===== src/rtl/stickit_pkg.sv =====
// Shared constants and state encoding for the StickIt! binary-to-BCD converter.
package stickit_pkg;
    localparam int          NUM_DIGITS      = 8;
    localparam logic [31:0] MAX_DEC         = 32'd99_999_999;
    localparam logic [31:0] BCD_OVF_PATTERN = 32'hEEEE_EEEE;

    typedef enum logic [0:0] {
        IDLE  = 1'b0,
        SHIFT = 1'b1
    } state_t;
endpackage


===== src/rtl/stickit_bcd_adj.sv =====
// One BCD digit corrector for the double-dabble step: digits of 5..9 get +3 so the
// following left shift carries correctly into the next decimal digit.
module stickit_bcd_adj (
    input  logic [3:0] d_i,
    output logic [3:0] q_o
);
    assign q_o = (d_i >= 4'd5) ? (d_i + 4'd3) : d_i;
endmodule


===== src/rtl/stickit_bcd.sv =====
// Sequential binary-to-BCD converter (shift-and-add-3, one bit per clock) for the
// StickIt! display VALUE input. Define STICKIT_BCD_OVF_EN to flag values above 99,999,999.
module stickit_bcd
    import stickit_pkg::*;
#(
    parameter int WIDTH = 27
) (
    input  logic             CLK,
    input  logic             RESET,
    input  logic             START,
    input  logic [WIDTH-1:0] BIN,
    output logic             BUSY,
    output logic             DONE,
    output logic [31:0]      BCD,
    output logic             OVF
);
    localparam int CW = (WIDTH > 1) ? $clog2(WIDTH) : 1;

    state_t           state_q, state_d;
    logic [WIDTH-1:0] shift_q, shift_d;
    logic [31:0]      scratch_q, scratch_d;
    logic [31:0]      scratch_adj;
    logic [CW-1:0]    cnt_q, cnt_d;
    logic             busy_q, busy_d;
    logic             done_q, done_d;
    logic [31:0]      bcd_q, bcd_d;

    genvar gi;
    generate
        for (gi = 0; gi < NUM_DIGITS; gi++) begin : g_adj
            stickit_bcd_adj u_adj (
                .d_i (scratch_q[4*gi +: 4]),
                .q_o (scratch_adj[4*gi +: 4])
            );
        end
    endgenerate

`ifdef STICKIT_BCD_OVF_EN
    logic ovf_in;
    logic ovf_flag_q, ovf_flag_d;
    logic ovf_q, ovf_d;

    // Only a 27-bit (or wider) input can reach 10^8.
    generate
        if (WIDTH >= 27) begin : g_ovf_cmp
            assign ovf_in = (32'(BIN) > MAX_DEC);
        end else begin : g_ovf_none
            assign ovf_in = 1'b0;
        end
    endgenerate
`endif

    always_comb begin
        state_d   = state_q;
        shift_d   = shift_q;
        scratch_d = scratch_q;
        cnt_d     = cnt_q;
        busy_d    = busy_q;
        done_d    = 1'b0;
        bcd_d     = bcd_q;
`ifdef STICKIT_BCD_OVF_EN
        ovf_flag_d = ovf_flag_q;
        ovf_d      = ovf_q;
`endif
        case (state_q)
            IDLE: begin
                if (START) begin
                    shift_d   = BIN;
                    scratch_d = '0;
                    cnt_d     = CW'(WIDTH - 1);
                    busy_d    = 1'b1;
                    state_d   = SHIFT;
`ifdef STICKIT_BCD_OVF_EN
                    ovf_flag_d = ovf_in;
`endif
                end
            end
            SHIFT: begin
                // The carry out of digit 7 is dropped, which leaves BIN mod 10^8.
                scratch_d = {scratch_adj[30:0], shift_q[WIDTH-1]};
                shift_d   = shift_q << 1;
                cnt_d     = cnt_q - CW'(1);
                if (cnt_q == '0) begin
                    busy_d  = 1'b0;
                    done_d  = 1'b1;
                    state_d = IDLE;
                    bcd_d   = scratch_d;
`ifdef STICKIT_BCD_OVF_EN
                    if (ovf_flag_q) begin
                        bcd_d = BCD_OVF_PATTERN;
                    end
                    ovf_d = ovf_flag_q;
`endif
                end
            end
            default: state_d = IDLE;
        endcase
    end

    always_ff @(posedge CLK) begin
        if (RESET) begin
            state_q   <= IDLE;
            shift_q   <= '0;
            scratch_q <= '0;
            cnt_q     <= '0;
            busy_q    <= 1'b0;
            done_q    <= 1'b0;
            bcd_q     <= '0;
`ifdef STICKIT_BCD_OVF_EN
            ovf_flag_q <= 1'b0;
            ovf_q      <= 1'b0;
`endif
        end else begin
            state_q   <= state_d;
            shift_q   <= shift_d;
            scratch_q <= scratch_d;
            cnt_q     <= cnt_d;
            busy_q    <= busy_d;
            done_q    <= done_d;
            bcd_q     <= bcd_d;
`ifdef STICKIT_BCD_OVF_EN
            ovf_flag_q <= ovf_flag_d;
            ovf_q      <= ovf_d;
`endif
        end
    end

    assign BUSY = busy_q;
    assign DONE = done_q;
    assign BCD  = bcd_q;
`ifdef STICKIT_BCD_OVF_EN
    assign OVF  = ovf_q;
`else
    assign OVF  = 1'b0;
`endif
endmodule

===== config.mk =====
export PLATFORM = sky130hd
export DESIGN_NAME = stickit_bcd
export DESIGN_NICKNAME = d
export VERILOG_FILES = /design/src/rtl/stickit_pkg.sv /design/src/rtl/stickit_bcd_adj.sv /design/src/rtl/stickit_bcd.sv
export SDC_FILE = /design/constraint.sdc
export NUM_CORES = 1
export LEC_CHECK = 0
export BUFFER_PORTS_ARGS = -buffer_cell sky130_fd_sc_hd__buf_4
export CAP_MARGIN = 5
export CORE_ASPECT_RATIO = 1.25
export CORE_MARGIN = 5
export CORE_UTILIZATION = 54
export CTS_BUF_LIST = sky130_fd_sc_hd__clkbuf_8
export DETAILED_ROUTE_END_ITERATION = 10
export GPL_TIMING_DRIVEN = 0
export HOLD_SLACK_MARGIN = 0.05
export PLACE_DENSITY = 0.87
export SYNTH_ARGS = -nofsm -noshare
export SYNTH_HDL_FRONTEND = slang
export SYNTH_HIERARCHICAL = 1
export SYNTH_SLANG_ARGS = --single-unit

===== constraint.sdc =====
create_clock -name CLK -period 1.4 [get_ports CLK]
set_clock_uncertainty 0.1 [all_clocks]
set_input_delay 0.14 -clock CLK [delete_from_list [all_inputs] [get_ports CLK]]
set_output_delay 0.14 -clock CLK [all_outputs]
set_load 0.01 [all_outputs]

After elaboration in Yosys (flattened, before gate mapping)
Cells that the tools add are included.

word-level totals
  register bits = 99
  output and inout port bits = 35
  word-level logic and storage cells = 52

cells by class
  $add $sub $neg = 9
  magnitude comparators = 8
  eq/ne operators = 2
  mux-type cells = 21
  bitwise operators = 1
  reduce and logical (&&, ||, !) cells = 4

operator list
  kind                 count
  $pmux 32 s2          1
  $pmux 27 s2          1
  $ge 4x3->1 const B   8
  $mux 32              1
  $add 4x2->4 const B  7
  $mux 4               7
  $mux 27              1
  $pmux 5 s2           1
  $logic_not 5->1      1
  $mux 1               5
  $mux 5               1
  $sub 5x1->5 const B  1
  $pmux 1 s2           2
  $reduce_and 2->1     2
  $add 3x2->3 const B  1
  $mux 3               1
  $ne 2x1->1 const B   1
  $ne 2x2->1 const B   1
  $reduce_or 2->1      1
  $not 1->1            1

Depth between registers and ports, before layout
Gate-level depths: netlist of run 1.

  depth after elaboration = 3
  gate-level depth with buffers = 7
  gate-level depth less buffers = 7

Hierarchy
The synthesis of run 1 kept the hierarchy.

by module, submodules not included
  module           times used  cells each  area an instance (µm²)  seq. area each (µm²)
  stickit_bcd      1           396         3861.2                  1981.9
  stickit_bcd_adj  8           16          101.3                   0.0

Worst setup path after synthesis of run 1
No wires, ideal clock.

  path kind = register to register
  from = register cnt_q[0]
  to = register bcd_q[10], in the netlist BCD[10]
  arrival = 1.321 ns
  setup slack = -0.137 ns
  cell stages (with the launch flop) = 7
  path buffers = 1
  cell sequence = dfxtp_1 inv_1 ha_1 nor3b_2 a31oi_4 buf_6 a22o_1

on the way
  word-level cells in the longest chain between the ends = 2

ends and longest elaborated chain
  item                        line                source
  from (decl)                 stickit_bcd.sv:23   logic [CW-1:0] cnt_q, cnt_d;
  from (signal assigned)      stickit_bcd.sv:117  cnt_q <= cnt_d;
  $logic_not 5->1             stickit_bcd.sv:83   if (cnt_q == '0) begin
  $reduce_and 2->1 (no line)  --
  to (signal assigned)        stickit_bcd.sv:108  bcd_q <= '0;
  to (signal assigned)        stickit_bcd.sv:120  bcd_q <= bcd_d;
  to (decl)                   stickit_bcd.sv:26   logic [31:0] bcd_q, bcd_d;

No other way between the ends.
A chain may end at the register's enable or synchronous reset.

Worst setup path in the final report of run 1
  from = register cnt_q[1]
  to = register bcd_q[2], in the netlist BCD[2]

The elaborated chain is that of the path after synthesis.

==> results.toml, run 1 <==
[timing]
tightest_slew_ps = 507
final-hold-violation-count = 0
rsz0062_at_grt = "true"
finalMaxSlewViolations = 0
period_minus_slack_ps = 1590
setup_viol = 48
fin_ws_ps = -187
max_freq_mhz = 630
maxSlewHeadroom = 0.662
post-route-period-util = 1.13

[floorplan]
core_sq_um = 8330
die_w_um = 93.0
ioPinCount = 65
std_cell_rows = 37
initial_utilization = 0.558
die_h_um = 114
dieArea_sq_um = 10600

[cells_and_area]
stdcell_area_sq_um = 6420
flow.area_growth_from_synthesis_pct = 37.9
num_antenna_cells = 0
final_common_cell = "buf_4"
final-instance-count-excl-fill = 731
nets = 676
drive_gt1_frac = 0.457
final_cell_mix = "buf_4, nand2_1, dfxtp_1, a21oi_1, nor2_1"

[clocking]
clockBufferDepth = 2
path_clk_slew_ps = 110
clockRootBuffer = "clkbuf_8"
cts_tree = "yes"
cts_sinks = 99
cts_buffers = 9
ctsHtreeMaxLevel = 3
clk_latency_ps = 370

[worst_hold_path]
min_from = "BIN[16]"
min_path_type = "primary input to flip-flop"

[critical_path]
reg2reg_depth = 6
crit_path_end_kind = "flip-flop"
crit_required_ps = 1560
cp_max_fo = 6
crit_start = "cnt_q[1]"
endpoint = "BCD[2]"
r2r_slack_ps = -190
start_kind = "flip-flop"
rr_startpoint = "cnt_q[1]"
arrival_ps = 1750
slowest_delay_ps = 340
worstSetupPathType = "flip-flop to flip-flop"
slowest_stage = "dfxtp_2"
worst_r2r_endpoint = "BCD[2]"
crit_chain = "inv_2 -> ha_4 -> nor3b_4 -> a31oi_4 -> buf_4 -> a22o_2"

[detailed_routing]
wirelength_mm = 13.0
drc = 0
post_drt_via_cell_ratio = 5.75
avgRoutedWirePerCell_um = 17.8
ant_nets = 0
vias = 4204
drt_first_pass_iters = 4
drtIter0Drc = 251

[placement]
gp_congestion = 0.785
place.port_buffers = 62
dp_hpwl_mm = 7.34
placed_cells = 679
place_area_sq_um = 5260

[status]
violations = "setup timing"
status = "finished with violations"

[grt]
gr-total-overflow = 0
grt_max_degree = 19
grt_pass1_vias = 4291
grt_use_total = 0.233
grt_pass1_wl_mm = 19.9
grt_antenna_before_repair = 0

[power_and_ir_drop]
power_leakage_uw = 0.00258
vdd_drop_max_uv = 575
power.density_nw_per_um2 = 869
power.total_uw = 5570

[synthesis]
syn_avg_cell_area_sq_um = 8.95
ys_warn_count = 6
synth_nets = 567
synthCells = 520
syn-cell-area_sq_um = 4650

[run]
cap_violations = 0
[state kept, by name (all words and copies together) (netlist names)]
signal and count:
BCD 32, BUSY 1, DONE 1, cnt_q 5
scratch_q 32, shift_q 27, state_q 1
[per-stage QoR]
| stage | setup slack, ps | TNS (ps) | hold WS, ps | utilization |
|---|---|---|---|---|
| global placement | -119 | -4410 | 333 | 0.631 |
| CTS | -144 | -4860 | 52.7 | 0.731 |
| global route | -254 | -10150 | 56.4 | 0.770 |
| detailed placement | -185 | -8310 | 337 | 0.631 |
| finish | -187 | -6690 | 64.5 | 0.770 |
| floorplan | -28.8 | -793 | 235 | - |
[repair_timing]
item / CTS / global route
hold buffers: 1 / 0
pin swaps: 18 / 25
resized for setup: 110 / 62
gates cloned: 1 / 0
endpoints found under the hold margin: 1 / 0
endpoints found under the setup margin: 85 / 89
buffers inserted: 25 / 9
[report_power, final]
part | leakage, uW | internal (uW) | total (uW) | switching, uW
Clock | 0.0000984 | 855 | 1940 | 1080
Sequential | 0.000816 | 2870 | 2930 | 56.8
Combinational | 0.00166 | 327 | 711 | 384
Total | 0.00258 | 4050 | 5570 | 1520
[critical path: cells and delay by family, from the launching register on]
kind            cells  cell delay (ps)
compound gates      2              390
flops               1              340
simple gates        1              260
buf+inv             2              240
fa+ha+maj           1              160
[final cells by class]
class	instances	area [sq um]
inverter	20	92.6
tap	97	121
sequential	99	2040
multi-input combinational	366	2950
clock buffer	9	124
buffer	35	249
timing repair buffer	98	764
clock inverter	7	82.6
fill	488	1920
[worst min path at each step]
stage | endpoint | slack, ps | depth (start not counted)
2_1_floorplan | shift_q[0] | 240 | 2
3_3_place_gp | shift_q[16] | 330 | 2
3_5_place_dp | shift_q[0] | 340 | 3
4_1_cts | shift_q[14] | 50 | 4
5_1_grt | shift_q[12] | 60 | 4
6_report | shift_q[16] | 60 | 4
[metal layers]
layer  GRT usage  up-vias  routed length [um]  part of all wire
li1            -     1995                   -                 -
met1       0.262     2034                5190              0.40
met2       0.426      132                6780              0.52
met3      0.0468       43                 654             0.050
met4      0.0929        0                 418             0.032
met5           0        -                   0                 0
No activity file was read; power rests on OpenSTA's default activity.
==> run 2, diff against run 1 <==
- CORE_UTILIZATION: 54 -> 53
- PLACE_DENSITY: 0.87 -> 0.86
- SYNTH_HIERARCHICAL: 1 -> default
==> run 2 against run 1 <==
The run still ends with setup timing left; synthesized area shrank 7.4%; setup slack got worse by 260 ps; final area is 9.6% lower; routed wire length fell by 8.9%; final cell count shrank 8.1%; register-to-register slack got worse by 260 ps; critical endpoint is now BCD[4].
==> results.toml, run 2 <==
[cells_and_area]
nets = 620
fillers = 527
final_cell_mix = "dfxtp_1, buf_4, nor2_1, a21oi_1, a22o_1"
final_common_cell = "dfxtp_1"
flow.area_growth_from_synthesis_pct = 34.7
stdcell_area_sq_um = 5800
num_antenna_cells = 0
drive_gt1_frac = 0.322
final-instance-count-excl-fill = 672

[grt]
grt_use_total = 0.228
gr-total-overflow = 0
grt_max_degree = 16
grt_pass1_vias = 3913
grt_pass1_wl_mm = 18.9
grt_antenna_before_repair = 0

[timing]
rsz0062_at_grt = "true"
final-hold-violation-count = 0
fin_setup_tns_ps = -19900
max_freq_mhz = 541
fin_ws_ps = -449
post-route-period-util = 1.32
maxSlewHeadroom = 0.542
setup_viol = 59
finalMaxSlewViolations = 0
period_minus_slack_ps = 1850
tightest_slew_ps = 682
whs_ps = 50.5

[critical_path]
crit_required_ps = 1560
slowest_delay_ps = 390
crit_path_end_kind = "flip-flop"
crit_chain = "inv_2 -> ha_4 -> or3b_4 -> nor3_4 -> nor2_4 -> buf_6 -> buf_6 -> o2bb2ai_2"
path_common_cell = "buf_6"
cp_max_fo = 6
critPathBufInv = 3
arrival_ps = 2000
start_kind = "flip-flop"
worstSetupPathType = "flip-flop to flip-flop"
cp_top_family = "simple AND/OR/NAND/NOR gates"
slowest_stage = "or3b_4"

[power_and_ir_drop]
vdd_drop_max_uv = 717
power_leakage_uw = 0.00237
power.density_nw_per_um2 = 923

[detailed_routing]
drtIter0Drc = 190
drt_first_pass_iters = 5
drc = 0
post_drt_via_cell_ratio = 5.90
wirelength_mm = 11.9
ant_nets = 0
vias = 3962
avgRoutedWirePerCell_um = 17.7

[synthesis]
syn-cell-area_sq_um = 4310
synthCells = 464
seq_area_frac_synth = 0.460
synth_top_cell_by_area = "dfxtp_1"
syn_avg_cell_area_sq_um = 9.28
synth.area.top_cells = "dfxtp_1, mux2i_1, a21oi_1, a22o_1, nor2_1"
synth.distinct_cells = 30
ys.flop_type = "dfxtp_1"
yosysTopAreaCellShare = 0.460
ys_ff_latch = 99
ys_warn_count = 0
synth_nets = 511
synth_edf_count = 0
synth_common_cells = "dfxtp_1, a21oi_1, nor2_1"
async_flop_share = 0
synth.most_common_cell = "dfxtp_1"

[run]
cap_violations = 0

[floorplan]
ioPinCount = 65
initial_utilization = 0.546
dieArea_sq_um = 10000
std_cell_rows = 36
die_h_um = 111
core_sq_um = 7880
die_w_um = 90.6

[clocking]
cts_sinks = 99
ctsHtreeMaxLevel = 3
path_clk_slew_ps = 90
cts_buffers = 9
clockBufferDepth = 2
clk_latency_ps = 370
clockRootBuffer = "clkbuf_8"
cts_tree = "yes"

[placement]
placed_cells = 620
place_area_sq_um = 4940
place.port_buffers = 61
dp_hpwl_mm = 7.25
gp_congestion = 0.762
pre_cts_slack_ps = -532

[status]
violations = "setup timing"
status = "finished with violations"

[worst_hold_path]
min_path_type = "primary input to flip-flop"
[run 2: power breakdown]
group,switching (uW),total [uW],internal (uW),leakage [uW]
combinational,400,756,357,0.00148
clock,978,1650,676,0.0000839
sequential,51.1,2940,2890,0.000809
total,1430,5350,3920,0.00237
[run 2: final timing paths]
path	start	depth (start not counted)	slack [ps]	end
max	cnt_q[1]	8	-450	BCD[4]
min reg2reg	BCD[19]	1	370	BCD[19]
max reg2reg	cnt_q[1]	8	-450	BCD[4]
min	BIN[19]	5	50	shift_q[19]
[run 2: per-layer routing]
metal / track usage / wire length [um]
met3: 0.0455 / 753
met5: 0 / 0
met4: 0.101 / 335
met2: 0.399 / 6070
met1: 0.264 / 4720
[run 2: area by class of cell]
cell class	count	area (sq um)	share of cell area
multi-input cells	315	2370	0.409
flip-flops and latches	99	2000	0.345
repair buffers	98	840	0.145
plain buffers	28	205	0.0354
clock buffers	10	138	0.0237
well taps	95	119	0.0205
inverters	22	97.6	0.0168
clock inverters	5	30.0	0.00518
[run 2: tightest hold or removal path: stages]
cell	delay, ps
buf_4	80
mux2i_1	60
nor2_1	80
a21oi_1	50
nor2_1	70
[run 2: kinds of logic after synthesis]
logic type / count (synthesis) / synth area share
AOI/OAI and AO/OA: 137 / 0.206
DFF: 99 / 0.460
and+or+nand+nor: 116 / 0.132
buffers and inverters: 50 / 0.0514
muxes: 36 / 0.0837
xor gates and xnor gates: 8 / 0.0163
adders and majority gates: 17 / 0.0494
other: 1 / 0.000871
[run 2: stage by stage]
step	util	power (uW)
after floorplan	-	3370
final	0.736	5350
after global placement	0.626	3530
after CTS	0.713	5300
after detailed placement	0.626	3560
after global routing	0.736	5550
[run 2: timing repair]
item / 4_1_cts / 5_1_grt
setup buffers: 17 / 4
resized for setup: 53 / 53
pin swaps: 22 / 9
endpoints found under the hold margin: 14 / 0
setup endpoints to repair: 99 / 99
hold buffers: 14 / 0
gates cloned: 3 / 0
